### src/rtl/mux_stream_arbiter_pkg.sv
// ============================================================================
// Module   : mux_stream_arbiter_pkg
// Brief    : Shared widths, arbiter state encoding and grant-pick helper.
// Revision : 1.0 - initial release
// ============================================================================
`default_nettype none

package mux_stream_arbiter_pkg;

    localparam int DATA_BITS = 16;

    typedef enum logic [1:0] {
        ARB_IDLE = 2'd0,
        ARB_GNT0 = 2'd1,
        ARB_GNT1 = 2'd2
    } arb_state_e;

    // Grant choice from the request pair; ptr breaks ties (0 favours in0).
    function automatic arb_state_e arb_pick(input logic v0, input logic v1, input logic ptr);
        arb_state_e res;
        if (v0 && v1) begin
            res = ptr ? ARB_GNT1 : ARB_GNT0;
        end else if (v0) begin
            res = ARB_GNT0;
        end else if (v1) begin
            res = ARB_GNT1;
        end else begin
            res = ARB_IDLE;
        end
        return res;
    endfunction

endpackage

`default_nettype wire

### src/rtl/mux_stream_arbiter_mux.sv
// ============================================================================
// Module   : mux_stream_arbiter_mux
// Brief    : 2:1 data word multiplexer; sel=0 passes in0, sel=1 passes in1.
// Revision : 1.0 - initial release
// ============================================================================
`default_nettype none

module mux_stream_arbiter_mux #(
    parameter int WIDTH = 16
) (
    input  logic             sel,
    input  logic [WIDTH-1:0] in0,
    input  logic [WIDTH-1:0] in1,
    output logic [WIDTH-1:0] out
);

    assign out = sel ? in1 : in0;

endmodule

`default_nettype wire

### src/rtl/mux_stream_arbiter.sv
// ============================================================================
// Module   : mux_stream_arbiter
// Brief    : Two-requester round-robin burst arbiter feeding a registered
//            one-entry valid/ready output stage.
// Revision : 1.0 - initial release
// ============================================================================
`default_nettype none

module mux_stream_arbiter
    import mux_stream_arbiter_pkg::*;
#(
    parameter int BURST_LEN = 4,
    parameter int CNT_W     = 8
) (
    input  logic                 clk,
    input  logic                 rst,
    input  logic                 in0_valid,
    input  logic [DATA_BITS-1:0] in0_data,
    output logic                 in0_ready,
    input  logic                 in1_valid,
    input  logic [DATA_BITS-1:0] in1_data,
    output logic                 in1_ready,
    output logic                 out_valid,
    output logic [DATA_BITS-1:0] out_data,
    output logic                 out_src,
    input  logic                 out_ready,
    output logic                 sel
);

    // CNT_W must be wide enough that BURST_LEN is representable without wrap.
    localparam logic [CNT_W-1:0] c_burst_len = CNT_W'(BURST_LEN);

    arb_state_e             r_state;
    arb_state_e             w_state_nxt;
    logic                   r_ptr;
    logic                   w_ptr_nxt;
    logic [CNT_W-1:0]       r_cnt;
    logic [CNT_W-1:0]       w_cnt_nxt;
    logic                   w_load_en;
    logic                   w_src;
    logic                   w_req;
    logic                   w_beat;
    logic                   w_release;
    logic [DATA_BITS-1:0]   w_mux_data;

    assign w_load_en = !out_valid || out_ready;

    mux_stream_arbiter_mux #(
        .WIDTH (DATA_BITS)
    ) u_mux (
        .sel (sel),
        .in0 (in0_data),
        .in1 (in1_data),
        .out (w_mux_data)
    );

    always_ff @(posedge clk) begin
        if (rst) begin
            r_state <= ARB_IDLE;
            r_ptr   <= 1'b0;
            r_cnt   <= '0;
        end else begin
            r_state <= w_state_nxt;
            r_ptr   <= w_ptr_nxt;
            r_cnt   <= w_cnt_nxt;
        end
    end

    always_comb begin
        w_state_nxt = r_state;
        w_ptr_nxt   = r_ptr;
        w_cnt_nxt   = r_cnt;
        sel         = r_ptr;
        in0_ready   = 1'b0;
        in1_ready   = 1'b0;
        w_src       = 1'b0;
        w_req       = 1'b0;
        w_beat      = 1'b0;
        w_release   = 1'b0;

        case (r_state)
            ARB_IDLE: begin
                w_state_nxt = arb_pick(in0_valid, in1_valid, r_ptr);
            end
            ARB_GNT0, ARB_GNT1: begin
                w_src     = (r_state == ARB_GNT1);
                sel       = w_src;
                w_req     = w_src ? in1_valid : in0_valid;
                in0_ready = !w_src && w_load_en;
                in1_ready =  w_src && w_load_en;
                w_beat    = w_req && w_load_en;
                // A stalled output with the requester idle keeps the grant.
                w_release = (w_beat && ((r_cnt + CNT_W'(1)) == c_burst_len)) ||
                            (!w_req && w_load_en);
                if (w_release) begin
                    w_ptr_nxt   = ~w_src;
                    w_cnt_nxt   = '0;
                    w_state_nxt = arb_pick(in0_valid, in1_valid, ~w_src);
                end else if (w_beat) begin
                    w_cnt_nxt   = r_cnt + CNT_W'(1);
                end
            end
            default: begin
                w_state_nxt = ARB_IDLE;
            end
        endcase
    end

    always_ff @(posedge clk) begin
        if (rst) begin
            out_valid <= 1'b0;
            out_data  <= '0;
            out_src   <= 1'b0;
        end else if (w_beat) begin
            out_valid <= 1'b1;
            out_data  <= w_mux_data;
            out_src   <= w_src;
        end else if (out_valid && out_ready) begin
            out_valid <= 1'b0;
        end
    end

endmodule

`default_nettype wire
### config.mk
export PLATFORM = sky130hd
export DESIGN_NAME = mux_stream_arbiter
export DESIGN_NICKNAME = d
export VERILOG_FILES = /design/src/rtl/mux_stream_arbiter_pkg.sv /design/src/rtl/mux_stream_arbiter_mux.sv /design/src/rtl/mux_stream_arbiter.sv
export SDC_FILE = /design/constraint.sdc
export NUM_CORES = 1
export LEC_CHECK = 0
export CORE_MARGIN = 2
export CORE_UTILIZATION = 49
export CTS_BUF_LIST = sky130_fd_sc_hd__clkbuf_16
export CTS_CLUSTER_SIZE = 30
export DETAILED_ROUTE_END_ITERATION = 8
export PLACE_DENSITY_LB_ADDON = 0.25
export SLEW_MARGIN = 25
export SYNTH_ARGS = -nofsm -noshare
export SYNTH_HDL_FRONTEND = slang
export SYNTH_SLANG_ARGS = --single-unit
### constraint.sdc
create_clock -name clk -period 4.6 [get_ports clk]
set_clock_uncertainty 0.15 [all_clocks]
set_input_delay 0.46 -clock clk [delete_from_list [all_inputs] [get_ports clk]]
set_output_delay 0.46 -clock clk [all_outputs]
set_load 0.02 [all_outputs]
-- After elaboration in Yosys (flattened, before gate mapping)
Index checks and enable logic that the tools add are counted.
- register bits: 29
- bits of input ports: 37
- output and inout port bits: 21
- logic and storage cells: 49
- add/subtract/negate cells: 1
- eq/ne operators: 4
- mux-type cells: 19
- bitwise operators: 1
- reduce and logical (&&, ||, !) cells: 18
- operator list (cell ; number):
    16-bit two-way mux ; 1
    8-bit two-way mux ; 2
    2-bit two-way mux ; 7
    8-bit by 1-bit adder with 8-bit output (second input constant) ; 1
    8-bit by 3-bit == test with 1-bit output (second input constant) ; 1
    1-bit two-way mux ; 8
    1-bit logical AND ; 7
    2-bit case mux with 2 select lines ; 1
    2-bit AND reduction ; 2
    2-bit nonzero test ; 2
    1-bit zero test ; 3
    2-bit by 1-bit == test with 1-bit output (second input constant) ; 1
    2-bit == test (second input constant) ; 1
    2-bit zero test ; 1
    1-bit logical OR ; 2
    2-bit inequality test (second input constant) ; 1
    2-bit OR reduction ; 1
    1-bit inverter ; 1

-- Logic depth before layout (Yosys ltp)
- depth in word-level cells: 7
- mapped depth: 9
- mapped depth without buffers: 6

-- By module
Synthesis repeated with hierarchy kept, for this count alone.
- cell total of the unflattened synthesis: 184
- area, all modules: 1566.5 um^2
- modules (own cells, without submodules) (module ; instances ; cells an instance ; area each (um^2) ; seq. area each (um^2)):
    mux_stream_arbiter ; 1 ; 166 ; 1317.5 ; 580.6
    mux_stream_arbiter_mux ; 1 ; 18 ; 249.0 ; 0.0

-- Worst setup path before layout
OpenSTA, ideal clock, no wires.
- path kind: reg-to-output
- start: reg r_state[1]
- end: out sel
- arrival: 1.507 ns
- path slack: 2.483 ns
- cell stages (with the launch flop): 7
- buffers on the path: 2
- cells stage by stage: dfxtp_1 inv_1 ha_1 buf_6 mux2i_4 buf_8 inv_1
- cells in the longest elaborated chain, start to end: 3
- elaborated cells between the ends (all ways): 4
- ends and longest elaborated chain (what ; RTL line ; text):
    start: declaration ; mux_stream_arbiter.sv:33 ; arb_state_e r_state;
    start signal: assignment ; mux_stream_arbiter.sv:63 ; r_state <= w_state_nxt;
    2-bit == test / 2-bit by 1-bit == test with 1-bit output (equally long branches) ; mux_stream_arbiter.sv:81, mux_stream_arbiter.sv:86 ;
    2-bit OR reduction ; mux_stream_arbiter.sv:81 ; case (r_state)
    1-bit two-way mux * ; mux_stream_arbiter.sv:81 ;
    end: declaration ; mux_stream_arbiter.sv:27 ; output logic sel
Mark *: on every way between the ends. The rest lies on a longest branch, timed or not.

-- Final worst setup path
Ends and elaborated chain as after synthesis.

==> reports/results.tsv <==
metric	value	unit
CP endpoint	sel	
crit share post-route	0.705	
Synth Area in Adders	0.0367	
final hold vios	0	
R2R Setup Slk	2.00	ns
DR pass1 iterations	4	
outcome	finished clean	
Post-synth EDFFs	0	
largest net degree at the start of global routing	24	
total routed wirelength	3960	um
CTS tree	done	
postcts setup bufs	0	
number of nets still failing antenna checks after routing	0	
Post-synth ARST share	0	
Die Ht	63.0	um
yosys warns	0	
CTS sink cnt	29	
number of global-route vias before repair	1456	
PD cells	404	nW/um^2
Min Clock Period, post-route	3.24	ns
RSZ-0062 raised after global routing	no	
share of cells above drive strength 1	0.189	
Yosys top cell by area	dfxtp_1	
Rows	21	
Compound-Gate Fraction of Synth Area	0.213	
Die ar.	3970	um^2
syn nets	211	
relative slew slack	0.452	
FF-to-FF Start	r_state[1]$_SDFFE_PP0P_	
Synth cell types	40	
Initial Util	0.511	
cells after synthesis	169	
cts hold-fix bufs	0	
WL/cell	14.5	um
top cells by area, synth	dfxtp_1 (34%), a211oi_2 (12%), mux2i_1 (10%), ha_1 (3.7%), nor2_2 (3.7%)	
multiplexer share of the synthesized area	0.126	
max-slew violations	0	
clk root buf	clkbuf_16	
ys flop type	dfxtp_1	
worst skew pair latency	0.27	ns
Hold WS	0.321	ns
Final Wtd Congestion	0.848	
Tot GR Track Use	0.215	
Setup Crit Path Kind	reg2out	
Core Footprint	3340	um^2
number of port buffers	57	
dpl cells	264	
CP endpoint kind	primary output	
Yosys reg bits	29	
largest family of logic cells by synthesized area	compound AO/OA/AOI/OAI gates	
critical path fanouts, max	17	
post-route cell area	2380	um^2
switching share of power	0.326	
Crit path required time	3.99	ns
Post-Synth XOR/XNOR Area	0	
Slew @ Worst Pin	0.805	ns
initial antenna violation count	0	
hpwl dp	2900	um
part of the power in registers	0.318	
VDD IR-drop max	0.310	mV
Post-DP Area	2230	um^2
via count	1460	
worst setup path start	r_state[1]$_SDFFE_PP0P_	
CTS Buf Count	5	
area share of the largest cell type after synthesis	0.340	
# IOs	58	
Filler cells	266	
worst reg-to-reg path cell count	8	
first-pass GRT wire length	6730	um
Clock Tree Buf Depth	2	
Vias/cell	5.35	
RR Endpoint	out_data[12]$_SDFFE_PP0P_	
TNS Setup	0	ns
internal power	0.649	mW
Seq/Total Area, Yosys	0.340	
H-tree depth	2	
Layout area overhead	39.7	%
Simple-Gate Fraction of Synth Area	0.205	
clock share of power	0.311	
final setup margin	1.36	ns
Max Fclk	308	MHz
final setup violation count	0	
MaxCap Viol Count	0	
Diodes inserted	0	
clk slew on worst S/H paths	0.05	ns
DRC errors left	0	
Comb pwr share	0.371	
crit start category	flop	
Crit path arrival time	2.63	ns
initial drt markers	65	
switching power total	0.314	mW
dpl ws	1.59	ns
grt total ovfl	0	
Hold Path Class	reg2reg	
# nets final	268	
P_leak	0.929	nW
fin cells	273	
PostCTS Resize Cnt	0	
Syn Area/Cell	10.1	um^2
Die Wd	63.0	um
mapped cell area	1710	um^2
[worst min-delay path by stage]
stage | from | endpoint | slack [ns] | cells after the start
3_3_place_gp | r_cnt[1]$_SDFFE_PP0P_ | r_cnt[1]$_SDFFE_PP0P_ | 0.31 | 2
6_report | r_cnt[1]$_SDFFE_PP0P_ | r_cnt[1]$_SDFFE_PP0P_ | 0.32 | 2
4_1_cts | r_cnt[1]$_SDFFE_PP0P_ | r_cnt[1]$_SDFFE_PP0P_ | 0.32 | 2
2_1_floorplan | r_cnt[1]$_SDFFE_PP0P_ | r_cnt[1]$_SDFFE_PP0P_ | 0.29 | 2
5_1_grt | r_cnt[1]$_SDFFE_PP0P_ | r_cnt[1]$_SDFFE_PP0P_ | 0.36 | 2
3_5_place_dp | r_cnt[1]$_SDFFE_PP0P_ | r_cnt[1]$_SDFFE_PP0P_ | 0.32 | 2
[critical path, cell delays in order (launching register included)]
cell and delay (ns):
dfxtp_1 0.40, inv_1 0.06, ha_1 0.49, mux2i_4 0.76
inv_1 0.08, clkdlybuf4s50_1 0.56
[power groups by stage]
stage / clock network (mW) / registers (mW) / logic, mW
after CTS: 0.305 / 0.307 / 0.358
after floorplan: 0 / 0.341 / 0.224
after global placement: 0 / 0.310 / 0.344
final: 0.299 / 0.307 / 0.357
after global routing: 0.312 / 0.311 / 0.387
after detailed placement: 0 / 0.312 / 0.356
[cell families after synthesis]
group | Yosys count
and+or+nand+nor | 60
AOI/OAI and AO/OA | 41
DFF | 29
muxes | 19
buffers and inverters | 15
adders and majority gates | 5
[Yosys cell counts (3+ instances only)]
master	n
buf_6	5
nor2_1	14
dfxtp_1	29
a211oi_2	16
inv_1	5
a21oi_1	9
nand4b_1	3
nand4_1	3
mux2i_1	17
ha_1	5
nand3_1	4
o21ai_0	5
nor2_2	10
and3_1	3
nand2_1	9
[per-stage QoR]
step                total power [mW]  utilization
floorplan                      0.564            -
global placement               0.653        0.670
detailed placement             0.667        0.670
CTS                            0.971        0.711
global route                    1.01        0.714
finish                         0.963        0.714
[final cells by class]
cell class	instances	area [um^2]	share of cell area
Multi-Input combinational cell	125	992	0.416
Timing Repair Buffer	60	597	0.250
Sequential cell	29	581	0.244
Clock buffer	5	125	0.0525
Tap cell	46	57.6	0.0241
Inverter	5	18.8	0.00787
Clock inverter	3	12.5	0.00525
[layer usage]
metal,up-vias,GRT usage,routed length [um]
met5,-,0,0
met3,9,0.0631,261
met2,47,0.376,1930
met4,0,0.0917,77
met1,674,0.241,1700
li1,730,-,-
[cells in the final DEF (no fill, tap or decap), types with 2 or more instances in the layout]
cell             synthesis  final
clkdlybuf4s50_1          0     57
dfxtp_1                 29     29
mux2i_1                 17     17
a211oi_2                16     16
nor2_1                  14     14
nor2_2                  10     10
nand2_1                  9      9
a21oi_1                  9      9
inv_1                    5      5
o21ai_0                  5      5
ha_1                     5      5
clkbuf_16                0      5
nand3_1                  4      4
and3_1                   3      3
nand4_1                  3      3
nand4b_1                 3      3
mux2i_4                  2      2
nand2b_1                 2      2
a41oi_1                  2      2
o211ai_1                 2      2
nand3b_1                 2      2
a22o_1                   2      2
nor2b_1                  2      2
clkinv_1                 0      2
buf_4                    1      2
[state kept, by name (all words and copies together), names as in the netlist]
signal	flops
out_valid	1
out_src	1
r_state	2
r_cnt	8
out_data	16
r_ptr	1
No activity file was read; power rests on OpenSTA's default activity.
==> patch 1 (same settings) <==
The package constant `DATA_BITS` goes from 16 to 18.
--- a/src/rtl/mux_stream_arbiter_pkg.sv
+++ b/src/rtl/mux_stream_arbiter_pkg.sv
@@ -7,7 +7,7 @@
 
 package mux_stream_arbiter_pkg;
 
-    localparam int DATA_BITS = 16;
+    localparam int DATA_BITS = 18;
 
     typedef enum logic [1:0] {
         ARB_IDLE = 2'd0,
Ports: changed (resized in0_data, in1_data and out_data); port bits go from 58 to 64. The function was not compared with the original's and may differ.
==> patch 1 against the unedited design <==
Area after synthesis shrank 9.2%. Synthesized cell count grew 4.1%. Routed wire length shrank 1.0%. Total power grew 6.7%. Sequential cell count grew 2. Worst hold slack gained 0.012 ns. Design area shrank 0.26%. Worst setup slack gained 0.25 ns. Global-route usage grew 2.7 points. Core utilization grew 7.1 points. Sequential share of layout area grew 1.7 points. Largest power group is now the clock network. Highest routed layer unchanged.
==> patch 1: results (changes against the unedited design) <==
Largest net degree at the start of global routing -> 32 (was 24)
Worst reg-to-reg path cell count -> 7 (was 8)
Peak supply drop -> 307.7 uV (was 310.0 uV)
Final hold slack -> 0.3330 ns (was 0.3206 ns)
Post-detailed-placement cell area -> 0.002218 mm^2 (was 0.002235 mm^2)
Reg-to-reg critical path endpoint -> out_data[1] (was out_data[12])
Buffers added on ports -> 63 (was 57)
R2R setup slack -> 1.94 ns (was 2.00 ns)
Critical-path cell with the highest stage delay -> sky130_fd_sc_hd__clkdlybuf4s50_1 (was sky130_fd_sc_hd__mux2i_4)
Most frequent cells after synthesis -> sky130_fd_sc_hd__dfxtp_1, sky130_fd_sc_hd__nor2_1, sky130_fd_sc_hd__mux2i_1 (was sky130_fd_sc_hd__dfxtp_1, sky130_fd_sc_hd__mux2i_1, sky130_fd_sc_hd__a211oi_2)
Adder-Cell Fraction of Synth Area -> 0.04036 (was 0.03666)
Mux contribution to synthesized area -> 0.1291 (was 0.1261)
Result of the run -> completed (unchanged)
Number of global-route vias before repair -> 1493 (was 1456)
Global-route wire length before repair -> 6410 um (was 6734 um)
Switching share of power -> 0.3008 (was 0.3260)
Synthesized netlist net count -> 222 (was 211)
Number of violations reported at the end of detailed-routing iteration 0 -> 75 (was 65)
Post-detail-place hpwl -> 2840 um (was 2902 um)
Routed wire length -> 3924 um (was 3964 um)
Arrival time worst endpoint -> 2.38 ns (was 2.63 ns)
Global placement routability congestion -> 0.7995 (was 0.8484)
Library cells used by synthesis -> 30 (was 40)
Total global-route track usage -> 0.2424 (was 0.2151)
Hold EP -> r_cnt[0] (was r_cnt[1])
RR Startpoint -> r_state[0] (was r_state[1])
Largest registers ranked by flip-flop count -> out_data x18, r_cnt x8, r_state x2 (was out_data x16, r_cnt x8, r_state x2)
Synth Area in Compound Gates -> 0.1994 (was 0.2133)
Overall via count from detail_route -> 1562 (was 1460)
Number of filler cells placed in the layout -> 205 (was 266)
[patch 1: cell types whose count changed after synthesis, moves of 2 or more]
| cell | before | now |
|---|---|---|
| sky130_fd_sc_hd__a211oi_1 | 1 | 19 |
| sky130_fd_sc_hd__dfxtp_1 | 29 | 31 |
| sky130_fd_sc_hd__buf_2 | 0 | 4 |
| sky130_fd_sc_hd__buf_6 | 5 | 0 |
| sky130_fd_sc_hd__nor2_2 | 10 | 0 |
| sky130_fd_sc_hd__mux2i_4 | 2 | 0 |
| sky130_fd_sc_hd__clkbuf_1 | 1 | 6 |
| sky130_fd_sc_hd__mux2i_1 | 17 | 20 |
| sky130_fd_sc_hd__a211oi_2 | 16 | 0 |
| sky130_fd_sc_hd__a21oi_1 | 9 | 13 |
| sky130_fd_sc_hd__or3_1 | 1 | 3 |
| sky130_fd_sc_hd__nor2_1 | 14 | 22 |
| sky130_fd_sc_hd__a31oi_1 | 0 | 2 |
[patch 1: critical path: cells and delay by family, from the launching register on]
kind	cells	cell delay, ns
multiplexers	1	0.24
buffers and inverters	4	1.03
adder cells (fa/ha/maj)	1	0.46
flip-flops	1	0.36
[patch 1: layout make-up]
| type | instances | area, um^2 | share of cell area |
|---|---|---|---|
| clock buffer | 5 | 125.1 | 0.05263 |
| multi-input combinational | 131 | 882.1 | 0.3711 |
| inverter | 4 | 15.01 | 0.006316 |
| sequential | 31 | 620.6 | 0.2611 |
| timing repair buffer | 65 | 640.6 | 0.2695 |
| tap | 44 | 55.05 | 0.02316 |
| clock inverter | 3 | 38.79 | 0.01632 |
[patch 1: per-layer routing]
metal | track usage | vias up | share of wire
met1 | 0.2819 | 708 | 0.41
met3 | 0.09307 | 11 | 0.077
li1 | - | 775 | -
met5 | 0 | - | 0
met4 | 0.1397 | 0 | 0.023
met2 | 0.3773 | 68 | 0.49
==> patch 2 (same settings) <==
Without the edit above. Encoding of `arb_state_e`: now one-hot (3 bits for 3 states).
--- a/src/rtl/mux_stream_arbiter_pkg.sv
+++ b/src/rtl/mux_stream_arbiter_pkg.sv
@@ -9,10 +9,10 @@
 
     localparam int DATA_BITS = 16;
 
-    typedef enum logic [1:0] {
-        ARB_IDLE = 2'd0,
-        ARB_GNT0 = 2'd1,
-        ARB_GNT1 = 2'd2
+    typedef enum logic [2:0] {
+        ARB_IDLE = 3'b001,
+        ARB_GNT0 = 3'b010,
+        ARB_GNT1 = 3'b100
     } arb_state_e;
 
     // Grant choice from the request pair; ptr breaks ties (0 favours in0).
Behaviour: same outputs for any inputs over 10 cycles, from zero or initial values and one cycle with rst high; not proved beyond that.
==> patch 2 against the unedited design <==
Sequential cell count increased by 1. Count of clock-buffer cells in the layout unchanged. Design area decreased by 5.7%. Worst setup slack improved by 0.64 ns. Routed wire length increased by 1.5%. First-iteration DRC count increased to 2.6 times the old value. Maximum frequency increased by 24%. Area after synthesis decreased by 11%.
Power is not compared: it rests on default switching activity, and its combinational part moved more than twofold at a synthesized area within 25%.
==> patch 2: results (changes against the unedited design) <==
Result of the run -> completed (unchanged)
Clock slew at reported path FFs -> 0.05 ns (about the same)
Cell count after placement -> 258 (was 264)
Ys async rst share -> 0 (unchanged)
Via-to-Cell Ratio -> 5.771 (was 5.348)
Total count of max-transition violations in the final report -> 0 (unchanged)
Number of cells produced by synthesis -> 177 (was 169)
Comb. pwr -> 0.133 mW
Number of resized instances in the post-cts repair step -> 0 (unchanged)
Number of standard cells in the layout, taps in and fillers out -> 266 (was 273)
Most frequent cells after synthesis -> sky130_fd_sc_hd__dfxtp_1, sky130_fd_sc_hd__nor2_1, sky130_fd_sc_hd__mux2i_1 (was sky130_fd_sc_hd__dfxtp_1, sky130_fd_sc_hd__mux2i_1, sky130_fd_sc_hd__a211oi_2)
WL per Instance -> 15.12 um (was 14.52 um)
Delay of the slowest cell on the worst path -> 0.53 ns (was 0.76 ns)
R2R setup slack -> 2.21 ns (was 2.00 ns)
Cell family with the largest share of critical-path delay -> buffers and inverters (was multiplexers)
Largest registers ranked by flip-flop count -> out_data x16, r_cnt x8, r_state x3 (was out_data x16, r_cnt x8, r_state x2)
Reg-to-reg critical path endpoint -> out_data[9] (was out_data[12])
Register area share after synthesis -> 0.3974 (was 0.3402)
Post-synth top flop -> sky130_fd_sc_hd__dfxtp_1 (unchanged)
Slew Limit Headroom -> 0.4429 (was 0.4521)
Number of global-route vias before repair -> 1491 (was 1456)
Total global-route track usage -> 0.2525 (was 0.2151)
Buffers added on ports -> 57 (unchanged)
RR Startpoint -> r_state[2] (was r_state[1])
Number of diodes added for antenna fixing -> 0 (unchanged)
Post-detail-place hpwl -> 2853 um (was 2902 um)
Placement Setup Slack -> 1.580 ns (was 1.594 ns)
Number of buffers on the longest clock path -> 2 (unchanged)
Global placement routability congestion -> 0.9443 (was 0.8484)
Share of cells above drive strength 1 -> 0.04721 (was 0.1894)
Sequential group share of total power -> 0.366
Peak supply drop -> 207.2 uV
Min-delay worst type -> reg -> reg (unchanged)
Library cells used by synthesis -> 33 (was 40)
Synthesized netlist net count -> 215 (was 211)
Critical-path cell with the highest stage delay -> sky130_fd_sc_hd__clkdlybuf4s50_1 (was sky130_fd_sc_hd__mux2i_4)
Largest net degree at the start of global routing -> 34 (was 24)
Synth area leaders -> sky130_fd_sc_hd__dfxtp_1, sky130_fd_sc_hd__mux2i_1, sky130_fd_sc_hd__a211oi_1 (was sky130_fd_sc_hd__dfxtp_1, sky130_fd_sc_hd__a211oi_2, sky130_fd_sc_hd__mux2i_1)
Global-route wire length before repair -> 6534 um (was 6734 um)
Worst reg-to-reg path cell count -> 5 (was 8)
Arrival time worst endpoint -> 2.00 ns (was 2.63 ns)
Number of synthesis warnings -> 0 (unchanged)
Number of violations reported at the end of detailed-routing iteration 0 -> 170 (was 65)
Final hold slack -> 0.3191 ns (was 0.3206 ns)
Post-detailed-placement cell area -> 0.002086 mm^2 (was 0.002235 mm^2)
Clock period minus worst slack -> 2.609 ns (was 3.245 ns)
-- patch 2: layer usage --
layer | up-vias | wire (um) | GRT usage | share of wire
li1 | 750 | - | - | -
met1 | 716 | 1478 | 0.2577 | 0.37
met2 | 57 | 2188 | 0.4725 | 0.54
met3 | 12 | 270 | 0.07860 | 0.067
met4 | 0 | 86 | 0.09841 | 0.021
met5 | - | 0 | 0 | 0
-- patch 2: kinds of logic (layout without fill, tap and decap cells) --
kind of cell	count (synthesis)	after routing	share of synthesized area
AND/OR/NAND/NOR	68	68	0.2301
AO/OA/AOI/OAI	46	46	0.2003
flip-flops	30	30	0.3974
multiplexers	18	18	0.1192
buffers and inverters	13	69	0.03890
adder cells (fa/ha/maj)	1	1	0.008277
XOR/XNOR	1	1	0.005796
-- patch 2: final cells by class --
type	count	area (um^2)
clock buffers	5	125.1
fillers	230	754.5
clock inverters	3	37.54
inverters	3	11.26
flip-flops and latches	30	600.6
repair buffers	58	573.1
multi-input cells	134	859.6
well taps	33	41.29
